`src/rtl/multicycle_ctrl_pkg.sv`:
```
// Shared types and encodings for the multi-cycle CPU main controller.
// The datapath and the ALU control decoder use the same encodings.
package multicycle_ctrl_pkg;

    localparam int OPW    = 4;
    localparam int STATEW = 4;

    typedef enum logic [STATEW-1:0] {
        S_IDLE     = 4'h0,
        S_FETCH    = 4'h1,
        S_DECODE   = 4'h2,
        S_EXEC_R   = 4'h3,
        S_EXEC_I   = 4'h4,
        S_ALU_WB   = 4'h5,
        S_MEM_ADDR = 4'h6,
        S_MEM_RD   = 4'h7,
        S_MEM_WB   = 4'h8,
        S_MEM_WR   = 4'h9,
        S_BRANCH   = 4'hA,
        S_JUMP     = 4'hB,
        S_HALT     = 4'hC
    } state_t;

    localparam logic [OPW-1:0] OP_RTYPE = 4'd0;
    localparam logic [OPW-1:0] OP_ADDI  = 4'd1;
    localparam logic [OPW-1:0] OP_ORI   = 4'd2;
    localparam logic [OPW-1:0] OP_LW    = 4'd3;
    localparam logic [OPW-1:0] OP_SW    = 4'd4;
    localparam logic [OPW-1:0] OP_BEQ   = 4'd5;
    localparam logic [OPW-1:0] OP_J     = 4'd6;
    localparam logic [OPW-1:0] OP_HALT  = 4'd7;

    localparam logic [1:0] ALUOP_FUNCT = 2'b00;
    localparam logic [1:0] ALUOP_SUB   = 2'b01;
    localparam logic [1:0] ALUOP_ADD   = 2'b10;
    localparam logic [1:0] ALUOP_OR    = 2'b11;

    localparam logic [1:0] PCSRC_ALU    = 2'b00;
    localparam logic [1:0] PCSRC_ALUOUT = 2'b01;
    localparam logic [1:0] PCSRC_JUMP   = 2'b10;

    localparam logic [1:0] SRCB_REGB  = 2'b00;
    localparam logic [1:0] SRCB_ONE   = 2'b01;
    localparam logic [1:0] SRCB_IMM   = 2'b10;
    localparam logic [1:0] SRCB_SHIMM = 2'b11;

endpackage

```
`src/rtl/multicycle_ctrl_if.sv`:
```
// Control/status bundle between the main controller (master) and the datapath (slave).
interface multicycle_ctrl_if;
    import multicycle_ctrl_pkg::*;

    logic [OPW-1:0]    opcode;
    logic              alu_zero;
    logic              mem_ready;
    logic              mem_req;
    logic              mem_we;
    logic              iord;
    logic              ir_write;
    logic              pc_write;
    logic [1:0]        pc_src;
    logic              alu_src_a;
    logic [1:0]        alu_src_b;
    logic [1:0]        alu_op;
    logic              reg_write;
    logic              reg_dst;
    logic              mem_to_reg;
    logic              halted;
    logic              illegal_op;
    logic [STATEW-1:0] dbg_state;

    modport master (
        input  opcode, alu_zero, mem_ready,
        output mem_req, mem_we, iord, ir_write, pc_write, pc_src,
               alu_src_a, alu_src_b, alu_op, reg_write, reg_dst,
               mem_to_reg, halted, illegal_op, dbg_state
    );

    modport slave (
        output opcode, alu_zero, mem_ready,
        input  mem_req, mem_we, iord, ir_write, pc_write, pc_src,
               alu_src_a, alu_src_b, alu_op, reg_write, reg_dst,
               mem_to_reg, halted, illegal_op, dbg_state
    );

endinterface

```
`src/rtl/multicycle_ctrl.sv`:
```
// Main control FSM of the multi-cycle CPU: sequences fetch/decode/execute/memory/writeback.
// Outputs are a pure decode of the state register plus mem_ready, alu_zero and opcode.
module multicycle_ctrl
    import multicycle_ctrl_pkg::*;
(
    input  logic              clk,
    input  logic              rst_n,
    multicycle_ctrl_if.master bus
);

    state_t state_q;
    state_t state_d;

    always_ff @(posedge clk or negedge rst_n) begin
        if (!rst_n) begin
            state_q <= S_IDLE;
        end else begin
            state_q <= state_d;
        end
    end

    always_comb begin
        state_d = state_q;
        case (state_q)
            S_IDLE:     state_d = S_FETCH;
            S_FETCH:    if (bus.mem_ready) state_d = S_DECODE;
            S_DECODE: begin
                case (bus.opcode)
                    OP_RTYPE:        state_d = S_EXEC_R;
                    OP_ADDI, OP_ORI: state_d = S_EXEC_I;
                    OP_LW, OP_SW:    state_d = S_MEM_ADDR;
                    OP_BEQ:          state_d = S_BRANCH;
                    OP_J:            state_d = S_JUMP;
                    OP_HALT:         state_d = S_HALT;
                    default:         state_d = S_FETCH;
                endcase
            end
            S_EXEC_R, S_EXEC_I: state_d = S_ALU_WB;
            S_MEM_ADDR: state_d = (bus.opcode == OP_SW) ? S_MEM_WR : S_MEM_RD;
            S_MEM_RD:   if (bus.mem_ready) state_d = S_MEM_WB;
            S_MEM_WR:   if (bus.mem_ready) state_d = S_FETCH;
            S_ALU_WB, S_MEM_WB, S_BRANCH, S_JUMP: state_d = S_FETCH;
            S_HALT:     state_d = S_HALT;
            default:    state_d = S_IDLE;
        endcase
    end

    assign bus.dbg_state = state_q;

    always_comb begin
        bus.mem_req    = 1'b0;
        bus.mem_we     = 1'b0;
        bus.iord       = 1'b0;
        bus.ir_write   = 1'b0;
        bus.pc_write   = 1'b0;
        bus.pc_src     = PCSRC_ALU;
        bus.alu_src_a  = 1'b0;
        bus.alu_src_b  = SRCB_REGB;
        bus.alu_op     = ALUOP_FUNCT;
        bus.reg_write  = 1'b0;
        bus.reg_dst    = 1'b0;
        bus.mem_to_reg = 1'b0;
        bus.halted     = 1'b0;
        bus.illegal_op = 1'b0;
        case (state_q)
            S_FETCH: begin
                bus.mem_req   = 1'b1;
                bus.alu_src_b = SRCB_ONE;
                bus.alu_op    = ALUOP_ADD;
                bus.ir_write  = bus.mem_ready;
                bus.pc_write  = bus.mem_ready;
            end
            S_DECODE: begin
                // ALU precomputes the branch target while the opcode is decoded
                bus.alu_src_b  = SRCB_SHIMM;
                bus.alu_op     = ALUOP_ADD;
                bus.illegal_op = (bus.opcode > OP_HALT);
            end
            S_EXEC_R: begin
                bus.alu_src_a = 1'b1;
            end
            S_EXEC_I: begin
                bus.alu_src_a = 1'b1;
                bus.alu_src_b = SRCB_IMM;
                bus.alu_op    = (bus.opcode == OP_ORI) ? ALUOP_OR : ALUOP_ADD;
            end
            S_ALU_WB: begin
                bus.reg_write = 1'b1;
                bus.reg_dst   = (bus.opcode == OP_RTYPE);
            end
            S_MEM_ADDR: begin
                bus.alu_src_a = 1'b1;
                bus.alu_src_b = SRCB_IMM;
                bus.alu_op    = ALUOP_ADD;
            end
            S_MEM_RD: begin
                bus.mem_req = 1'b1;
                bus.iord    = 1'b1;
            end
            S_MEM_WR: begin
                bus.mem_req = 1'b1;
                bus.iord    = 1'b1;
                bus.mem_we  = 1'b1;
            end
            S_MEM_WB: begin
                bus.reg_write  = 1'b1;
                bus.mem_to_reg = 1'b1;
            end
            S_BRANCH: begin
                bus.alu_src_a = 1'b1;
                bus.alu_op    = ALUOP_SUB;
                bus.pc_src    = PCSRC_ALUOUT;
                bus.pc_write  = bus.alu_zero;
            end
            S_JUMP: begin
                bus.pc_src   = PCSRC_JUMP;
                bus.pc_write = 1'b1;
            end
            S_HALT: begin
                bus.halted = 1'b1;
            end
            default: begin
            end
        endcase
    end

endmodule
```
`src/flat_wrapper.sv`:
```
// flat-port wrapper written by rule: the top's interface ports become plain ports
module multicycle_ctrl_flat import multicycle_ctrl_pkg::*;
  (clk, rst_n, bus_opcode, bus_alu_zero, bus_mem_ready, bus_mem_req, bus_mem_we, bus_iord, bus_ir_write, bus_pc_write, bus_pc_src, bus_alu_src_a, bus_alu_src_b, bus_alu_op, bus_reg_write, bus_reg_dst, bus_mem_to_reg, bus_halted, bus_illegal_op, bus_dbg_state);
  multicycle_ctrl_if bus_i ();
  input  logic clk;
  input  logic rst_n;
  input wire logic [$bits(bus_i.opcode)-1:0] bus_opcode;
  input wire logic [$bits(bus_i.alu_zero)-1:0] bus_alu_zero;
  input wire logic [$bits(bus_i.mem_ready)-1:0] bus_mem_ready;
  output wire logic [$bits(bus_i.mem_req)-1:0] bus_mem_req;
  output wire logic [$bits(bus_i.mem_we)-1:0] bus_mem_we;
  output wire logic [$bits(bus_i.iord)-1:0] bus_iord;
  output wire logic [$bits(bus_i.ir_write)-1:0] bus_ir_write;
  output wire logic [$bits(bus_i.pc_write)-1:0] bus_pc_write;
  output wire logic [$bits(bus_i.pc_src)-1:0] bus_pc_src;
  output wire logic [$bits(bus_i.alu_src_a)-1:0] bus_alu_src_a;
  output wire logic [$bits(bus_i.alu_src_b)-1:0] bus_alu_src_b;
  output wire logic [$bits(bus_i.alu_op)-1:0] bus_alu_op;
  output wire logic [$bits(bus_i.reg_write)-1:0] bus_reg_write;
  output wire logic [$bits(bus_i.reg_dst)-1:0] bus_reg_dst;
  output wire logic [$bits(bus_i.mem_to_reg)-1:0] bus_mem_to_reg;
  output wire logic [$bits(bus_i.halted)-1:0] bus_halted;
  output wire logic [$bits(bus_i.illegal_op)-1:0] bus_illegal_op;
  output wire logic [$bits(bus_i.dbg_state)-1:0] bus_dbg_state;
  assign bus_i.opcode = bus_opcode;
  assign bus_i.alu_zero = bus_alu_zero;
  assign bus_i.mem_ready = bus_mem_ready;
  assign bus_mem_req = bus_i.mem_req;
  assign bus_mem_we = bus_i.mem_we;
  assign bus_iord = bus_i.iord;
  assign bus_ir_write = bus_i.ir_write;
  assign bus_pc_write = bus_i.pc_write;
  assign bus_pc_src = bus_i.pc_src;
  assign bus_alu_src_a = bus_i.alu_src_a;
  assign bus_alu_src_b = bus_i.alu_src_b;
  assign bus_alu_op = bus_i.alu_op;
  assign bus_reg_write = bus_i.reg_write;
  assign bus_reg_dst = bus_i.reg_dst;
  assign bus_mem_to_reg = bus_i.mem_to_reg;
  assign bus_halted = bus_i.halted;
  assign bus_illegal_op = bus_i.illegal_op;
  assign bus_dbg_state = bus_i.dbg_state;
  multicycle_ctrl u_core (.clk(clk), .rst_n(rst_n), .bus(bus_i));
endmodule
```
`config.mk`:
```
export PLATFORM = sky130hd
export DESIGN_NAME = multicycle_ctrl_flat
export DESIGN_NICKNAME = d
export VERILOG_FILES = /design/src/rtl/multicycle_ctrl_pkg.sv /design/src/rtl/multicycle_ctrl_if.sv /design/src/rtl/multicycle_ctrl.sv /design/src/flat_wrapper.sv
export SDC_FILE = /design/constraint.sdc
export NUM_CORES = 1
export LEC_CHECK = 0
export CORE_AREA = 4 4 41 43
export CTS_BUF_LIST = sky130_fd_sc_hd__clkbuf_8
export DETAILED_ROUTE_END_ITERATION = 12
export DIE_AREA = 0 0 45 47
export DONT_BUFFER_PORTS = 1
export PLACE_DENSITY = 0.63
export SKIP_CTS_REPAIR_TIMING = 1
export SYNTH_ARGS = -nofsm -noshare
export SYNTH_HDL_FRONTEND = slang
export SYNTH_SLANG_ARGS = --single-unit
```
`constraint.sdc`:
```
create_clock -name clk -period 1.6 [get_ports clk]
set_clock_uncertainty 0.15 [all_clocks]
set_input_delay 0.32 -clock clk [delete_from_list [all_inputs] [get_ports clk]]
set_output_delay 0.32 -clock clk [all_outputs]
set_load 0.01 [all_outputs]
```
# Word-level counts from Yosys, hierarchy flattened
# Memories as Yosys holds them, arrays and structs flattened.
# Index checks and enable logic that the tools add are counted.
[totals]
elab_cells = 52
out_inout_bits = 21
memories = 1
ff_bits = 4
rom_bits = 32
[classes]
eq_ne = 17
mux = 21
n_reduce_logical = 11
magnitude_cmp = 1
[mem_list]
columns = ["name", "words", "width", "rd", "rd_clocked_by_memory_dff", "wr", "line_no", "text"]
rows = [
  ["(no name shown)", 8, 4, 1, 0, 0, "multicycle_ctrl.sv:28", "case (bus.opcode)"],
]
[ops]
columns = ["operator", "count"]
rows = [
  ["$pmux W4 S8", 1],
  ["$eq A4 B3 Y1 const B", 5],
  ["$eq A4 B4 Y1 const B", 5],
  ["$mux W4", 5],
  ["$eq A4 B2 Y1 const B", 3],
  ["$pmux W2 S3", 2],
  ["$mux W1", 11],
  ["$logic_not A4 Y1", 2],
  ["$reduce_or A2 Y1", 4],
  ["$ne A2 B2 Y1 const B", 3],
  ["$reduce_or A3 Y1", 2],
  ["$reduce_or A5 Y1", 1],
  ["$eq A4 B1 Y1 const B", 1],
  ["$gt A4 B3 Y1 const B", 1],
  ["$pmux W2 S2", 1],
  ["$reduce_or A4 Y1", 1],
  ["$pmux W1 S3", 1],
  ["$reduce_and A3 Y1", 1],
]

# Logic depth before layout (Yosys ltp)
[depth]
ltp_word = 3
mapped_depth = 5
ltp_nobuf = 5

# Least setup slack after synthesis
# No wires, ideal clock.
[synth_timing]
kind = "reg2out"
startpoint = "register u_core.state_q[3], in the netlist u_core.bus.dbg_state[3]"
endpoint = "output bus_illegal_op"
path_buffers = 2
stages_incl_launch_ff = 4
t_arrival_ns = 1.208
setup_slack_ns = -0.078
cell_sequence = "dfrtp_1 buf_6 buf_2 nor4_1"
[synth_between]
elab_chain_cells = 2
[synth_lines]
columns = ["item", "line_no", "text"]
rows = [
  ["from (decl)", "multicycle_ctrl.sv:11", "state_t state_q;"],
  ["from (signal assigned)", "multicycle_ctrl.sv:18", "state_q <= state_d;"],
  ["$eq A4 B2 Y1", "multicycle_ctrl.sv:65", "case (state_q)"],
  ["$mux W1", "multicycle_ctrl.sv:65", ""],
  ["to (decl)", "flat_wrapper.sv:23", "output wire logic [$bits(bus_i.illegal_op)-1:0] bus_illegal_op;"],
]
# No other way between the ends.

# Final worst setup path
[layout_timing]
startpoint = "register u_core.state_q[3], in the netlist u_core.bus.dbg_state[3]"
endpoint = "output bus_alu_op[0]"
[layout_between]
elab_chain_cells = 3
[layout_lines]
columns = ["item", "line_no", "text"]
rows = [
  ["$eq A4 B3 Y1 (tied with other cells)", "multicycle_ctrl.sv:65", ""],
  ["$reduce_or A3 Y1 (no line)", "-", ""],
  ["$pmux W2 S3 *", "multicycle_ctrl.sv:65", ""],
  ["to (decl)", "flat_wrapper.sv:18", "output wire logic [$bits(bus_i.alu_op)-1:0] bus_alu_op;"],
]
# Mark *: on every way between the ends. The rest lies on a longest branch, timed or not.

==> flow_summary_export.csv <==
group,metric,value,unit
outcome,status,"complete, but fails checks",
outcome,violations,"negative setup slack",
setup_path,slowest_stage,"dfrtp_2",
clock_network,clockBufferDepth,2,
setup_path,required,1.13,ns
timing,final_max_slew_viol_count,0,
logic_synthesis,synth-xor-area-share,4.10,%
setup_path,r2r_slack,0.08,ns
layout,multi_input_area,522,um^2
setup_path,critPathLaunchType,"flip-flop",
clock_network,cts_made_buffers,3,
floorplanning,die-area,2120,um^2
layout,drive_above_1_share,39.6,%
logic_synthesis,synth-async-reset-ratio,100,%
logic_synthesis,synth_fa_ha_area_share,5.86,%
logic_synthesis,synthCells,85,
setup_path,reg2reg_depth,4,
detailed_routing,vias,709,
logic_synthesis,synth_top_family_by_area,"simple AND/OR/NAND/NOR gates",
detailed_routing,first_iter_violations,5,
layout,largest_reg_flops,4,
clock_network,clock_sinks,4,
floorplanning,core,1300,um^2
layout,layout_commonest_cell,"buf_4",
logic_synthesis,syn-cell-area,641,um^2
min_path,min_path_type,"in2reg",
logic_synthesis,yosysSeqAreaShare,15.6,%
floorplanning,dieHeight,47,um
layout,antennaDiodeCount,0,
setup_path,worstPathArrival,1.33,ns
timing,hold_ws,0.154,ns
layout,n_fill_cell,102,
setup_path,r2r_start,"u_core.bus.dbg_state[0]$_DFFE_PN0P_",
power,irDropWorstVdd,800,uV
min_path,min-delay-start,"bus_mem_ready",
power,power,1480,uW
setup_path,worst-path-buf-inv,0,
power,power_density,1620,nW/um^2
floorplanning,die_width,45,um
clock_network,cts_root_buffer,"clkbuf_8",
place,port_buffers,0,
place,place.gp.congestion,0.923,
setup_path,cpPeakStageDelay,0.49,ns
logic_synthesis,synth_nets,96,
setup_path,critPathMaxFanout,12,
timing,fmax,556,MHz
timing,fin_ws,-0.200,ns
logic_synthesis,synth_seq_cells,4,
logic_synthesis,synth-simple-area-share,42.6,%
global_route,antenna_found_initial,0,
setup_path,path_cells,"nor4b_4, a32oi_1, nor2_1",
detailed_routing,routed_via_density,5.86,
detailed_routing,post_drt_wl_per_cell,15.6,um
timing,finalCritPeriodShare,112,%
clock_network,cts_tree,"done",
timing,max-slew-margin-rel,76.9,%
setup_path,critPathTopFamily,"flip-flops",
power,leakagePower,0.000421,uW
run,cap_violations,0,
floorplanning,num_io_pins,29,
setup_path,crit_path_end_kind,"output pin",
layout,nNetsFinal,118,
logic_synthesis,synth_cell_types,40,
min_path,holdPathEnd,"u_core.bus.dbg_state[0]$_DFFE_PN0P_",
global_route,grt_pass1_vias,624,
global_route,grt_max_degree,14,
min_path,hold_path_depth,2,
place,post-place-ws,-0.00377,ns
detailed_routing,ant_nets,0,
logic_synthesis,synth_warnings,0,
setup_path,rr_endpoint,"u_core.bus.dbg_state[0]$_DFFE_PN0P_",
floorplanning,rows,13,
logic_synthesis,synth-compound-area-share,18.8,%
global_route,grt_pass1_wl,2700,um
timing,hold_viol,0,
detailed_routing,drt_first_pass_iters,4,
clock_network,clkLatencyLatePin,0.22,ns
global_route,overflow,0,
clock_network,h-tree-depth,1,
detailed_routing,remaining_drc_errors,0,
logic_synthesis,synthMuxAreaShare,1.56,%
timing,worst_pin_slew,0.344,ns
global_route,grtUsageTotal,17.1,%
floorplanning,start_util,49.2,%
layout,final_cell_mix,"21 x buf_4, 6 x nor2_1, 6 x inv_1, 6 x nand3_1",
timing,layout_min_cycle_time,1.80,ns
layout,seqCellArea,104,um^2
detailed_routing,drt-total-wl,1890,um
timing,rsz0062_at_grt,"yes",
timing,setup_viol,17,
setup_path,worstSetupPathType,"reg2out",
place,hpwl,1310,um
clock_network,clk_pin_slew,0.04,ns
logic_synthesis,syn_area_per_cell,7.54,um^2
layout,layout-area-overhead-vs-synth,42.6,%
logic_synthesis,synth_ff_type,"dfrtp_1",
setup_path,crit_path_start,"u_core.bus.dbg_state[3]$_DFFE_PN0P_",
logic_synthesis,synth-edff-count,0,
==> cell type report <==
class	count	area share, %
clock buffers	3	4.52
clock inverters	1	0.411
inverters	6	2.47
multi-input cells	67	57.1
flip-flops and latches	4	11.4
well taps	15	2.05
repair buffers	25	22.1
==> kinds of logic after synthesis <==
| family | count (synthesis) |
|---|---|
| buffers and inverters | 14 |
| flip-flops | 4 |
| adder cells (fa/ha/maj) | 3 |
| AO/OA/AOI/OAI | 16 |
| multiplexers | 1 |
| AND/OR/NAND/NOR | 44 |
| XOR/XNOR | 3 |
==> where the power goes <==
group | internal [uW] | leakage (uW) | switching [uW] | total [uW]
clock | 165 | 0.0000269 | 65.0 | 230
sequential | 143 | 0.0000469 | 79.0 | 222
combinational | 496 | 0.000347 | 529 | 1030
==> worst reg2reg max path, stage by stage (launching register included) <==
cell and delay, ns:
dfrtp_2 0.44, buf_4 0.18, nor3b_4 0.23, a311oi_1 0.12
a211o_1 0.27
==> cell usage after synthesis, types with 2 or more instances <==
cell / number / area, um^2
dfrtp_1: 4 / 100
nand3_1: 6 / 30.0
nand2b_1: 2 / 12.5
o21a_1: 3 / 22.5
nor2b_1: 3 / 18.8
xnor2_1: 2 / 17.5
nor2_1: 9 / 33.8
nor3_1: 4 / 20.0
inv_1: 5 / 18.8
and3b_1: 3 / 26.3
a21oi_1: 2 / 10.0
a32oi_1: 2 / 17.5
ha_1: 3 / 37.5
and2_1: 3 / 18.8
buf_2: 5 / 25.0
buf_4: 2 / 15.0
nand2_1: 3 / 11.3
o211ai_1: 2 / 15.0
==> stage by stage <==
| step | setup TNS (ns) | cells | utilization [%] | area [um^2] |
|---|---|---|---|---|
| after floorplan | -0.00239 | 85 | - | 666 |
| after global placement | 0 | 113 | 60.8 | 791 |
| after detailed placement | -0.00377 | 113 | 60.8 | 791 |
| after CTS | -2.61 | 117 | 64.2 | 836 |
| after global routing | -2.87 | 121 | 70.2 | 913 |
| final | -1.83 | 121 | 70.2 | 913 |
==> metal layers <==
metal / vias up / global-route usage, % / wire (um)
met2: 24 / 31.4 / 968
met4: 0 / 7.60 / 13
met5: - / 0 / 0
met3: 2 / 3.07 / 124
li1: 350 / - / -
met1: 333 / 19.3 / 781
==> how the worst max path moves through the flow <==
| stage | endpoint | slack (ns) | cells after the start |
|---|---|---|---|
| after CTS | bus_pc_write | -0.23 | 3 |
| after global routing | bus_halted | -0.25 | 2 |
| after global placement | u_core.bus.dbg_state[3]$_DFFE_PN0P_ | 0.004 | 4 |
| final | bus_alu_op[0] | -0.20 | 3 |
| after floorplan | bus_alu_op[0] | -0.002 | 4 |
| after detailed placement | u_core.bus.dbg_state[3]$_DFFE_PN0P_ | -0.004 | 4 |
Power figures use the tool's default switching activity.
